[config.mk]
export PLATFORM = sky130hd
export DESIGN_NAME = exec_arith_unit
export DESIGN_NICKNAME = d
export VERILOG_FILES = /design/src/rtl/exec_arith_pkg.sv /design/src/rtl/exec_arith_adder.sv /design/src/rtl/exec_arith_unit.sv
export SDC_FILE = /design/constraint.sdc
export NUM_CORES = 1
export LEC_CHECK = 0
export CAP_MARGIN = 30
export CORE_UTILIZATION = 45
export DETAILED_ROUTE_END_ITERATION = 12
export GPL_TIMING_DRIVEN = 0
export PLACE_DENSITY = 0.74
export SYNTH_ARGS = -nofsm -noshare
export SYNTH_HDL_FRONTEND = slang
export SYNTH_SLANG_ARGS = --single-unit
[constraint.sdc]
create_clock -name clk -period 4 [get_ports clk]
set_input_delay 1.2 -clock clk [delete_from_list [all_inputs] [get_ports clk]]
set_output_delay 1.2 -clock clk [all_outputs]
set_load 0.005 [all_outputs]
[src/rtl/exec_arith_pkg.sv]
// -----------------------------------------------------------------------------
// exec_arith_pkg
// Shared definitions for the execute-stage add/sub/abs slice:
//   W_OPR    operand/result width
//   W_FLAGS  flags register width (fixed at 4)
//   op_e     operation encodings carried on op_i
//   F_*      bit positions inside the flags register {V,S,Z,C}
// Optional feature macro used by the top level: EXEC_ABS_SAT_EN
// -----------------------------------------------------------------------------
package exec_arith_pkg;

  localparam int W_OPR   = 32;
  localparam int W_FLAGS = 4;

  typedef enum logic [1:0] {
    OP_ADD = 2'b00,
    OP_ADC = 2'b01,
    OP_ABS = 2'b10,
    OP_NOP = 2'b11
  } op_e;

  localparam int F_C = 0;
  localparam int F_Z = 1;
  localparam int F_S = 2;
  localparam int F_V = 3;

  // True when every bit of the operand is clear.
  function automatic logic is_zero(input logic [W_OPR-1:0] x);
    return (x == {W_OPR{1'b0}});
  endfunction

endpackage

[src/rtl/exec_arith_adder.sv]
// -----------------------------------------------------------------------------
// exec_arith_adder
// Purely combinational add/subtract core shared by ADD, ADC and ABS (0 - B).
// Ports:
//   a, b   in  W_OPR   operands
//   cin    in  1       carry-in for add form, borrow-in for subtract form
//   sub    in  1       0 = a + b + cin, 1 = a - b - cin
//   sum    out W_OPR   wrapped result
//   flags  out W_FLAGS {V,S,Z,C}; C is carry-out (add) or borrow-out (sub)
// -----------------------------------------------------------------------------
module exec_arith_adder
  import exec_arith_pkg::*;
(
  input  logic [W_OPR-1:0]   a,
  input  logic [W_OPR-1:0]   b,
  input  logic               cin,
  input  logic               sub,
  output logic [W_OPR-1:0]   sum,
  output logic [W_FLAGS-1:0] flags
);

  logic [W_OPR-1:0] b_eff_s;
  logic             cin_eff_s;
  logic [W_OPR:0]   wide_s;
  logic [W_OPR-1:0] sum_s;

  // Subtraction is a + ~b + ~borrow_in: the borrow-in becomes an inverted
  // carry-in, and the carry-out of that sum is the inverse of the borrow-out.
  always_comb begin
    if (sub) begin
      b_eff_s   = ~b;
      cin_eff_s = ~cin;
    end else begin
      b_eff_s   = b;
      cin_eff_s = cin;
    end
    wide_s = {1'b0, a} + {1'b0, b_eff_s} + {{W_OPR{1'b0}}, cin_eff_s};
    sum_s  = wide_s[W_OPR-1:0];
  end

  // Flag derivation. Overflow compares signs against the effective (possibly
  // inverted) B, which yields both the add-form and subtract-form rules.
  always_comb begin
    flags      = {W_FLAGS{1'b0}};
    flags[F_C] = sub ? ~wide_s[W_OPR] : wide_s[W_OPR];
    flags[F_Z] = is_zero(sum_s);
    flags[F_S] = sum_s[W_OPR-1];
    flags[F_V] = (a[W_OPR-1] == b_eff_s[W_OPR-1]) &&
                 (sum_s[W_OPR-1] != a[W_OPR-1]);
  end

  assign sum = sum_s;

endmodule

[src/rtl/exec_arith_unit.sv]
// -----------------------------------------------------------------------------
// exec_arith_unit
// Registered integer ADD / ADC / ABS execute slice owning the {V,S,Z,C}
// architectural flags register.
// Ports:
//   clk       in  1        rising-edge clock
//   reset     in  1        asynchronous active-low reset
//   v_i       in  1        instruction valid
//   stall_i   in  1        holds every register when 1
//   op_i      in  2        00 ADD, 01 ADC, 10 ABS, 11 NOP
//   sub_i     in  1        subtract form for ADD/ADC
//   opr0_i    in  W_OPR    operand A
//   opr1_i    in  W_OPR    operand B
//   v_o       out 1        registered valid
//   result_o  out W_OPR    registered result
//   flags_o   out W_FLAGS  flags register
//   stall_o   out 1        stall_i passed straight through
// Optional feature: define EXEC_ABS_SAT_EN to saturate ABS(most-negative)
// to the most-positive value instead of wrapping.
// -----------------------------------------------------------------------------
module exec_arith_unit
  import exec_arith_pkg::*;
(
  input  logic               clk,
  input  logic               reset,
  input  logic               v_i,
  input  logic               stall_i,
  input  logic [1:0]         op_i,
  input  logic               sub_i,
  input  logic [W_OPR-1:0]   opr0_i,
  input  logic [W_OPR-1:0]   opr1_i,
  output logic               v_o,
  output logic [W_OPR-1:0]   result_o,
  output logic [W_FLAGS-1:0] flags_o,
  output logic               stall_o
);

  logic [W_OPR-1:0]   add_a_s;
  logic [W_OPR-1:0]   add_b_s;
  logic               add_cin_s;
  logic               add_sub_s;
  logic [W_OPR-1:0]   add_sum_s;
  logic [W_FLAGS-1:0] add_flags_s;

  logic [W_OPR-1:0]   abs_raw_s;
  logic [W_OPR-1:0]   res_s;
  logic [W_FLAGS-1:0] flags_next_s;
  logic               flags_load_s;

  logic               v_r;
  logic [W_OPR-1:0]   result_r;
  logic [W_FLAGS-1:0] flags_r;

  // Steer operands into the shared adder; ABS is computed as 0 - B.
  always_comb begin
    add_a_s   = {W_OPR{1'b0}};
    add_b_s   = {W_OPR{1'b0}};
    add_cin_s = 1'b0;
    add_sub_s = 1'b0;
    case (op_i)
      OP_ADD: begin
        add_a_s   = opr0_i;
        add_b_s   = opr1_i;
        add_cin_s = 1'b0;
        add_sub_s = sub_i;
      end
      OP_ADC: begin
        // Carry/borrow-in comes from the registered flags, so an ADD in the
        // previous cycle chains into this ADC.
        add_a_s   = opr0_i;
        add_b_s   = opr1_i;
        add_cin_s = flags_r[F_C];
        add_sub_s = sub_i;
      end
      OP_ABS: begin
        add_a_s   = {W_OPR{1'b0}};
        add_b_s   = opr1_i;
        add_cin_s = 1'b0;
        add_sub_s = 1'b1;
      end
      default: begin
        add_a_s   = {W_OPR{1'b0}};
        add_b_s   = {W_OPR{1'b0}};
        add_cin_s = 1'b0;
        add_sub_s = 1'b0;
      end
    endcase
  end

  exec_arith_adder u_adder (
    .a     (add_a_s),
    .b     (add_b_s),
    .cin   (add_cin_s),
    .sub   (add_sub_s),
    .sum   (add_sum_s),
    .flags (add_flags_s)
  );

  // Absolute value: negated B only when B is negative, else B itself.
  always_comb begin
    if (opr1_i[W_OPR-1]) begin
      abs_raw_s = add_sum_s;
    end else begin
      abs_raw_s = opr1_i;
    end
  end

  // Result and next-flags selection per operation.
  always_comb begin
    res_s        = {W_OPR{1'b0}};
    flags_next_s = flags_r;
    case (op_i)
      OP_ADD, OP_ADC: begin
        res_s        = add_sum_s;
        flags_next_s = add_flags_s;
      end
      OP_ABS: begin
        // 0 - B overflows exactly when B is the most-negative value.
`ifdef EXEC_ABS_SAT_EN
        res_s = add_flags_s[F_V] ? {1'b0, {(W_OPR-1){1'b1}}} : abs_raw_s;
`else
        res_s = abs_raw_s;
`endif
        flags_next_s      = {W_FLAGS{1'b0}};
        flags_next_s[F_C] = 1'b0;
        flags_next_s[F_Z] = is_zero(res_s);
        flags_next_s[F_S] = res_s[W_OPR-1];
        flags_next_s[F_V] = add_flags_s[F_V];
      end
      default: begin
        res_s        = {W_OPR{1'b0}};
        flags_next_s = flags_r;
      end
    endcase
  end

  assign flags_load_s = !stall_i && v_i && (op_i != OP_NOP);

  // Valid and result pipeline register; advances whenever not stalled.
  always_ff @(posedge clk or negedge reset) begin
    if (!reset) begin
      v_r      <= 1'b0;
      result_r <= {W_OPR{1'b0}};
    end else if (!stall_i) begin
      v_r      <= v_i;
      result_r <= res_s;
    end else begin
      v_r      <= v_r;
      result_r <= result_r;
    end
  end

  // Architectural flags register; updates only for valid, non-NOP, unstalled ops.
  always_ff @(posedge clk or negedge reset) begin
    if (!reset) begin
      flags_r <= {W_FLAGS{1'b0}};
    end else if (flags_load_s) begin
      flags_r <= flags_next_s;
    end else begin
      flags_r <= flags_r;
    end
  end

  assign v_o      = v_r;
  assign result_o = result_r;
  assign flags_o  = flags_r;
  assign stall_o  = stall_i;

endmodule

Word-level counts from Yosys, hierarchy flattened:

Cells that the tools add are included.

* flip-flop bits (word level): 37
* input port bits: 71
* output and inout port bits: 38
* word-level logic and storage cells: 34

* add/subtract/negate cells: 2
* equal/unequal tests: 5
* mux-type cells: 10
* bitwise gates (word level): 3
* reduce and logical (&&, ||, !) cells: 11

Operators by type and width (count)
* $mux 32: 4
* $logic_not 32->1: 2
* $pmux 32 s2: 1
* $add 32x32->33: 1
* $add 33x1->33: 1
* $not 32->32: 1
* $pmux 4 s2: 1
* $logic_and 1x1->1: 3
* $mux 1: 3
* $reduce_or 3->1: 1
* $eq 2x1->1 const B: 1
* $eq 2x2->1 const B: 1
* $logic_not 2->1: 1
* $ne 2x2->1 const B: 1
* $not 1->1: 2
* $pmux 1 s2: 1
* $reduce_and 2->1: 1
* $reduce_bool 2->1: 1
* $reduce_or 2->1: 1
* $eq 1x1->1: 1
* $logic_not 1->1: 1
* $ne 1x1->1: 1

Logic depth before layout (Yosys ltp):

Gate-level depths: netlist of run 1.

* depth after elaboration: 10
* gate-level depth with buffers: 18
* gate-level depth less buffers: 17

Cells and area by module:

A second synthesis of run 1 with hierarchy kept.

* cells, all modules: 698
* area total of the unflattened synthesis: 5118.7 um2

By module, submodules not included
* exec_arith_unit: times used 1, cells an instance 342, area an instance 2570.0 um2, sequential area each 925.9 um2
* exec_arith_adder: times used 1, cells an instance 356, area an instance 2548.7 um2, sequential area each 0.0 um2

Worst setup path after synthesis of run 1:

OpenSTA, ideal clock, no wires.

* kind: input to register
* start: input op_i[0]
* end: register flags_r[1], in the netlist flags_o[1]
* setup time: 92 ps
* data arrival time: 4621 ps
* slack: -712 ps
* stages on the path: 18
* cell sequence: nand2b_1 o21ai_1 clkbuf_1 nor2_1 a21oi_1 fa_1 inv_1 fa_1 nand2b_1 a211oi_2 o21ai_1 o311a_1 a211oi_1 a211oi_1 nand4b_1 nor4_1 nand4_1 o31ai_2

* word-level cells in the longest chain between the ends: 10
* elaborated cells between the ends (all ways): 23
* classes of those cells: add/sub: 2; eq/ne: 3; mux: 8; bitwise: 2; reduce/logical: 8

RTL lines
* start: declaration: RTL line exec_arith_unit.sv:28 `input logic [1:0] op_i,`
* $eq 2x2->1 (tied with other cells): RTL line exec_arith_unit.sv:60, exec_arith_unit.sv:112
* $reduce_or 3->1 (no source line)
* $mux 32: RTL line exec_arith_unit.sv:60 `case (op_i)`
* $not 32->32: RTL line exec_arith_adder.sv:31 `b_eff_s = ~b;`
* $mux 32: RTL line exec_arith_adder.sv:30 `if (sub) begin`
* $add 32x32->33: RTL line exec_arith_adder.sv:37 `wide_s = {1'b0, a} + {1'b0, b_eff_s} + {{W_OPR{1'b0}}, cin_eff_s};`
* $add 33x1->33: RTL line exec_arith_adder.sv:37
* $mux 32: RTL line exec_arith_unit.sv:101 `if (opr1_i[W_OPR-1]) begin`
* $logic_not 32->1: RTL line exec_arith_pkg.sv:29 `return (x == {W_OPR{1'b0}});`
* $pmux 4 s2: RTL line exec_arith_unit.sv:112 `case (op_i)`
* end signal: assignment: RTL line exec_arith_unit.sv:156 `flags_r <= {W_FLAGS{1'b0}};`
* end signal: assignment: RTL line exec_arith_unit.sv:158 `flags_r <= flags_next_s;`
* end signal: assignment: RTL line exec_arith_unit.sv:160 `flags_r <= flags_r;`
* end: declaration: RTL line exec_arith_unit.sv:52 `logic [W_FLAGS-1:0] flags_r;`

Parallel ways exist; a longest one is shown, timed or not. The select of a mux whose other input is x is not followed.
A chain may end at the register's enable or synchronous reset.

Worst setup path in the final report of run 1:

* start: input op_i[1]
* end: register flags_r[1], in the netlist flags_o[1]

The elaborated chain is that of the path after synthesis.

==> results of run 1 <==
## power by group through the flow
stage | Sequential [mW] | Clock, mW | Combinational (mW)
after CTS | 0.481 | 0.338 | 1.11
after floorplan | 0.490 | 0 | 0.547
after global routing | 0.489 | 0.356 | 1.37
after global placement | 0.484 | 0 | 0.948
after detailed placement | 0.487 | 0 | 0.957
final | 0.481 | 0.334 | 1.29
## cells in the mapped netlist, types with 5 or more instances
library cell  number  share of area, %
a211oi_1           7               1.2
a2bb2oi_1          6               1.2
xnor2_1           18               3.5
o21bai_1           6               1.0
o21ai_1            6              0.67
nand4_1            8               1.1
ha_1              31               8.7
a21o_1            10               1.7
inv_1             20               1.7
mux2_2             5               1.3
o21ai_0           36               4.0
nor2_1            71               5.9
nand2b_1           7              0.98
nand3_1            8              0.89
clkbuf_1          35               2.9
xor2_1            10               2.0
a22oi_1           24               4.0
and2_1             5              0.70
a21oi_1           88               9.8
dfrtp_1           37                21
nand2_1           66               5.5
o21a_1             7               1.2
nor2b_1           42               5.9
nor3_1             7              0.78
or4_1              7               1.2
## sequential cells by signal, indices dropped and copies added, names as in the netlist
register and flops:
flags_o 4, v_o 1, result_o 32
## kinds of logic (layout without fill, tap and decap cells)
| kind of cell | Yosys count | in the layout | synth area share (%) |
|---|---|---|---|
| muxes | 6 | 6 | 1.480 |
| adders and majority gates | 33 | 33 | 9.553 |
| buffers and inverters | 59 | 218 | 5.084 |
| xor gates and xnor gates | 28 | 28 | 5.475 |
| and+or+nand+nor | 238 | 238 | 25.98 |
| AOI/OAI and AO/OA | 226 | 226 | 31.76 |
| DFF | 37 | 37 | 20.67 |
## worst paths after layout
kind / to / slack [ns] / startpoint / cells after the start
max: flags_o[1]$_DFFE_PN0P_ / -0.50 / op_i[1] / 19
min: flags_o[2]$_DFFE_PN0P_ / 0.48 / flags_o[2]$_DFFE_PN0P_ / 2
max reg2reg: flags_o[1]$_DFFE_PN0P_ / 0.30 / flags_o[0]$_DFFE_PN0P_ / 18
min reg2reg: flags_o[2]$_DFFE_PN0P_ / 0.48 / flags_o[2]$_DFFE_PN0P_ / 2
max in group asynchronous: result_o[4]$_DFFE_PN0N_ / 2.51 / reset / 1
min in group asynchronous: result_o[29]$_DFFE_PN0N_ / 0.99 / reset / 1
## repair_timing
action	CTS	global route
gates resized for setup	129	91
pin swaps	35	57
hold buffers	0	0
endpoints found under the hold margin	0	0
buffers inserted	24	24
setup endpoints to repair	34	27
## worst reg2reg max path, stage by stage (launching register included)
cell      delay, ns
dfrtp_1        0.45
nand2_1        0.10
nand2_1        0.06
a21oi_2        0.15
fa_2           0.25
inv_2          0.05
fa_2           0.34
nand2b_4       0.16
a211oi_4       0.30
o21ai_4        0.10
buf_4          0.16
buf_4          0.14
o21ai_4        0.14
a21o_1         0.19
nand2_2        0.09
xnor2_2        0.19
nor4_2         0.30
nand4_1        0.19
o31ai_2        0.26
## routing by layer
metal  global-route usage [%]  share of wire (%)  routed length, um  vias up
met5                        0                  0                  0        -
met4                    11.82                3.9                711        0
met3                    2.553                8.0               1468       65
met2                    54.52                 46               8381      326
met1                    45.78                 42               7713     2671
li1                         -                  -                  -     2575
## layout make-up
type | instances | share of cell area [%]
multi-input cells | 531 | 57.65
repair buffers | 155 | 20.64
flip-flops and latches | 37 | 12.87
plain buffers | 34 | 3.513
well taps | 133 | 2.313
inverters | 21 | 1.339
clock buffers | 6 | 1.148
clock inverters | 2 | 0.5217
==> results.py, run 1 <==
metrics = {
    "flow_run": {
        "maxCapViolCount": 0,
    },
    "sta": {
        "max_freq_mhz": 222.4,
        "setup_viol": 19,
        "timing.hold.ws_ns": 0.4844,
        "tns_ns": -3.111,
        "finalWorstSetupSlack_ns": -0.4968,
        "fin_crit_ns": 4.497,
        "rsz0062_at_grt": "true",
        "fin_crit_sh_pct": 112.4,
        "finalMaxSlewViolations": 0,
        "slew_headroom_pct": 47.39,
        "tightest_slew_ns": 0.7862,
        "hold_viol": 0,
        "worst_clock_skew_ns": 0.003077,
    },
    "setup_path": {
        "slowest_delay_ns": 0.34,
        "critical_path.slowest_cell": "fa_2",
        "worstPathCellList": "buf_8 -> clkbuf_8 -> clkbuf_8 -> nor2b_4 -> fa_2 -> inv_2 -> fa_2 -> nand2b_4 -> a211oi_4 -> o21ai_4 -> buf_4 -> buf_4 -> o21ai_4 -> a21o_1 -> nand2_2 -> xnor2_2 -> nor4_2 -> nand4_1 -> o31ai_2",
        "crit_buf_inv": 6,
        "critPathLaunchType": "primary input",
        "crit_type": "in -> reg",
        "cp.required_ns": 4.20,
        "cp-end-kind": "flip-flop",
        "crit_arrival_ns": 4.70,
        "critical-path-top-delay-family": "compound AO/OA/AOI/OAI gates",
        "crit_path_max_fanout": 10,
    },
    "yosys": {
        "ys_warn_count": 0,
        "synth_cells": 627,
        "synth_fp_nets": 731,
        "synth_ff_type": "dfrtp_1",
        "async_reset_ff_share_pct": 100.0,
        "yosysSeqAreaShare_pct": 20.67,
        "synth_edf_count": 0,
        "ys_types": 64,
        "syn-cell-area_sq_um": 4479,
        "ys_ff_latch": 37,
        "avgSynthCellArea_sq_um": 7.144,
    },
    "outcome": {
        "status": "finished, violations left",
        "violations": "negative setup slack",
    },
    "pwr": {
        "power_switching_mw": 0.8388,
        "ir_drop_v": 0.0001734,
        "power_frac_seq_pct": 22.9,
        "finalPower_mw": 2.102,
        "pwr-share-comb_pct": 61.2,
        "pwr-share-clk_pct": 15.9,
        "cellPowerDensity_nw_per_um2": 292.1,
        "switching_share_pct": 39.91,
        "internal_power_mw": 1.263,
        "power_leakage_nw": 2.920,
    },
    "grt": {
        "grt_pass1_wl_um": 26320,
        "grt_use_total_pct": 33.23,
        "grt_pass1_vias": 4993,
        "grt_max_degree": 38,
        "antenna_found_initial": 0,
        "overflow": 0,
    },
    "clock_tree": {
        "path_clk_slew_ns": 0.07,
        "cts_buffers": 5,
        "clockBufferDepth": 2,
        "cts_tree": "yes",
        "worstSkewPairLatency_ns": 0.29,
        "cts-htree-levels": 2,
        "cts_sinks": 37,
        "root_buffer": "clkbuf_8",
    },
    "place": {
        "post-place-cells": 867,
        "gp_congestion": 0.9400,
        "port-buffer-count": 107,
        "dp_hpwl_um": 13370,
        "pre_cts_slack_ns": -2.118,
        "dpl_cell_area_sq_um": 5817,
    },
    "route": {
        "firstDrtPassIters": 5,
        "drc": 0,
        "routed_wl_um": 18270,
        "via_per_inst": 6.134,
        "dr.first_iter.drc_count": 465,
        "vias": 5637,
        "wl_per_cell_um": 19.88,
        "ant_nets": 0,
    },
    "cells_and_area": {
        "nNetsFinal": 889,
        "regArea_sq_um": 925.9,
        "layout.cells.most_common_list": "clkdlybuf4s50_1 (98), nor2_1 (65), a21oi_1 (62), nand2_1 (62), nor2b_1 (40)",
        "layout_commonest_cell": "clkdlybuf4s50_1",
        "finalNonFillerCells": 919,
        "fin_area_sq_um": 7194,
        "final_core_util_pct": 73.95,
        "syn_to_final_growth_pct": 60.61,
        "final_layout_size_suffix_gt1_share_pct": 27.48,
        "multi_input_area_sq_um": 4148,
        "antennaDiodeCount": 0,
        "fill_cells": 766,
    },
    "floorplan": {
        "die_h_um": 101.8,
        "coreArea_sq_um": 9729,
        "die-area_sq_um": 10360,
        "fp.dieW_um": 101.8,
        "io_pins": 109,
        "initial_core_util_pct": 46.04,
        "rows": 36,
    },
    "min_path": {
        "hp-class": "reg -> reg",
    },
}
Power figures use the tool's default switching activity.
==> run 2: changes to the inputs <==
SLEW_MARGIN = 5   (was default)
==> results of run 2 <==
The final DEF is identical to that of run 1; final timing and power are the same.
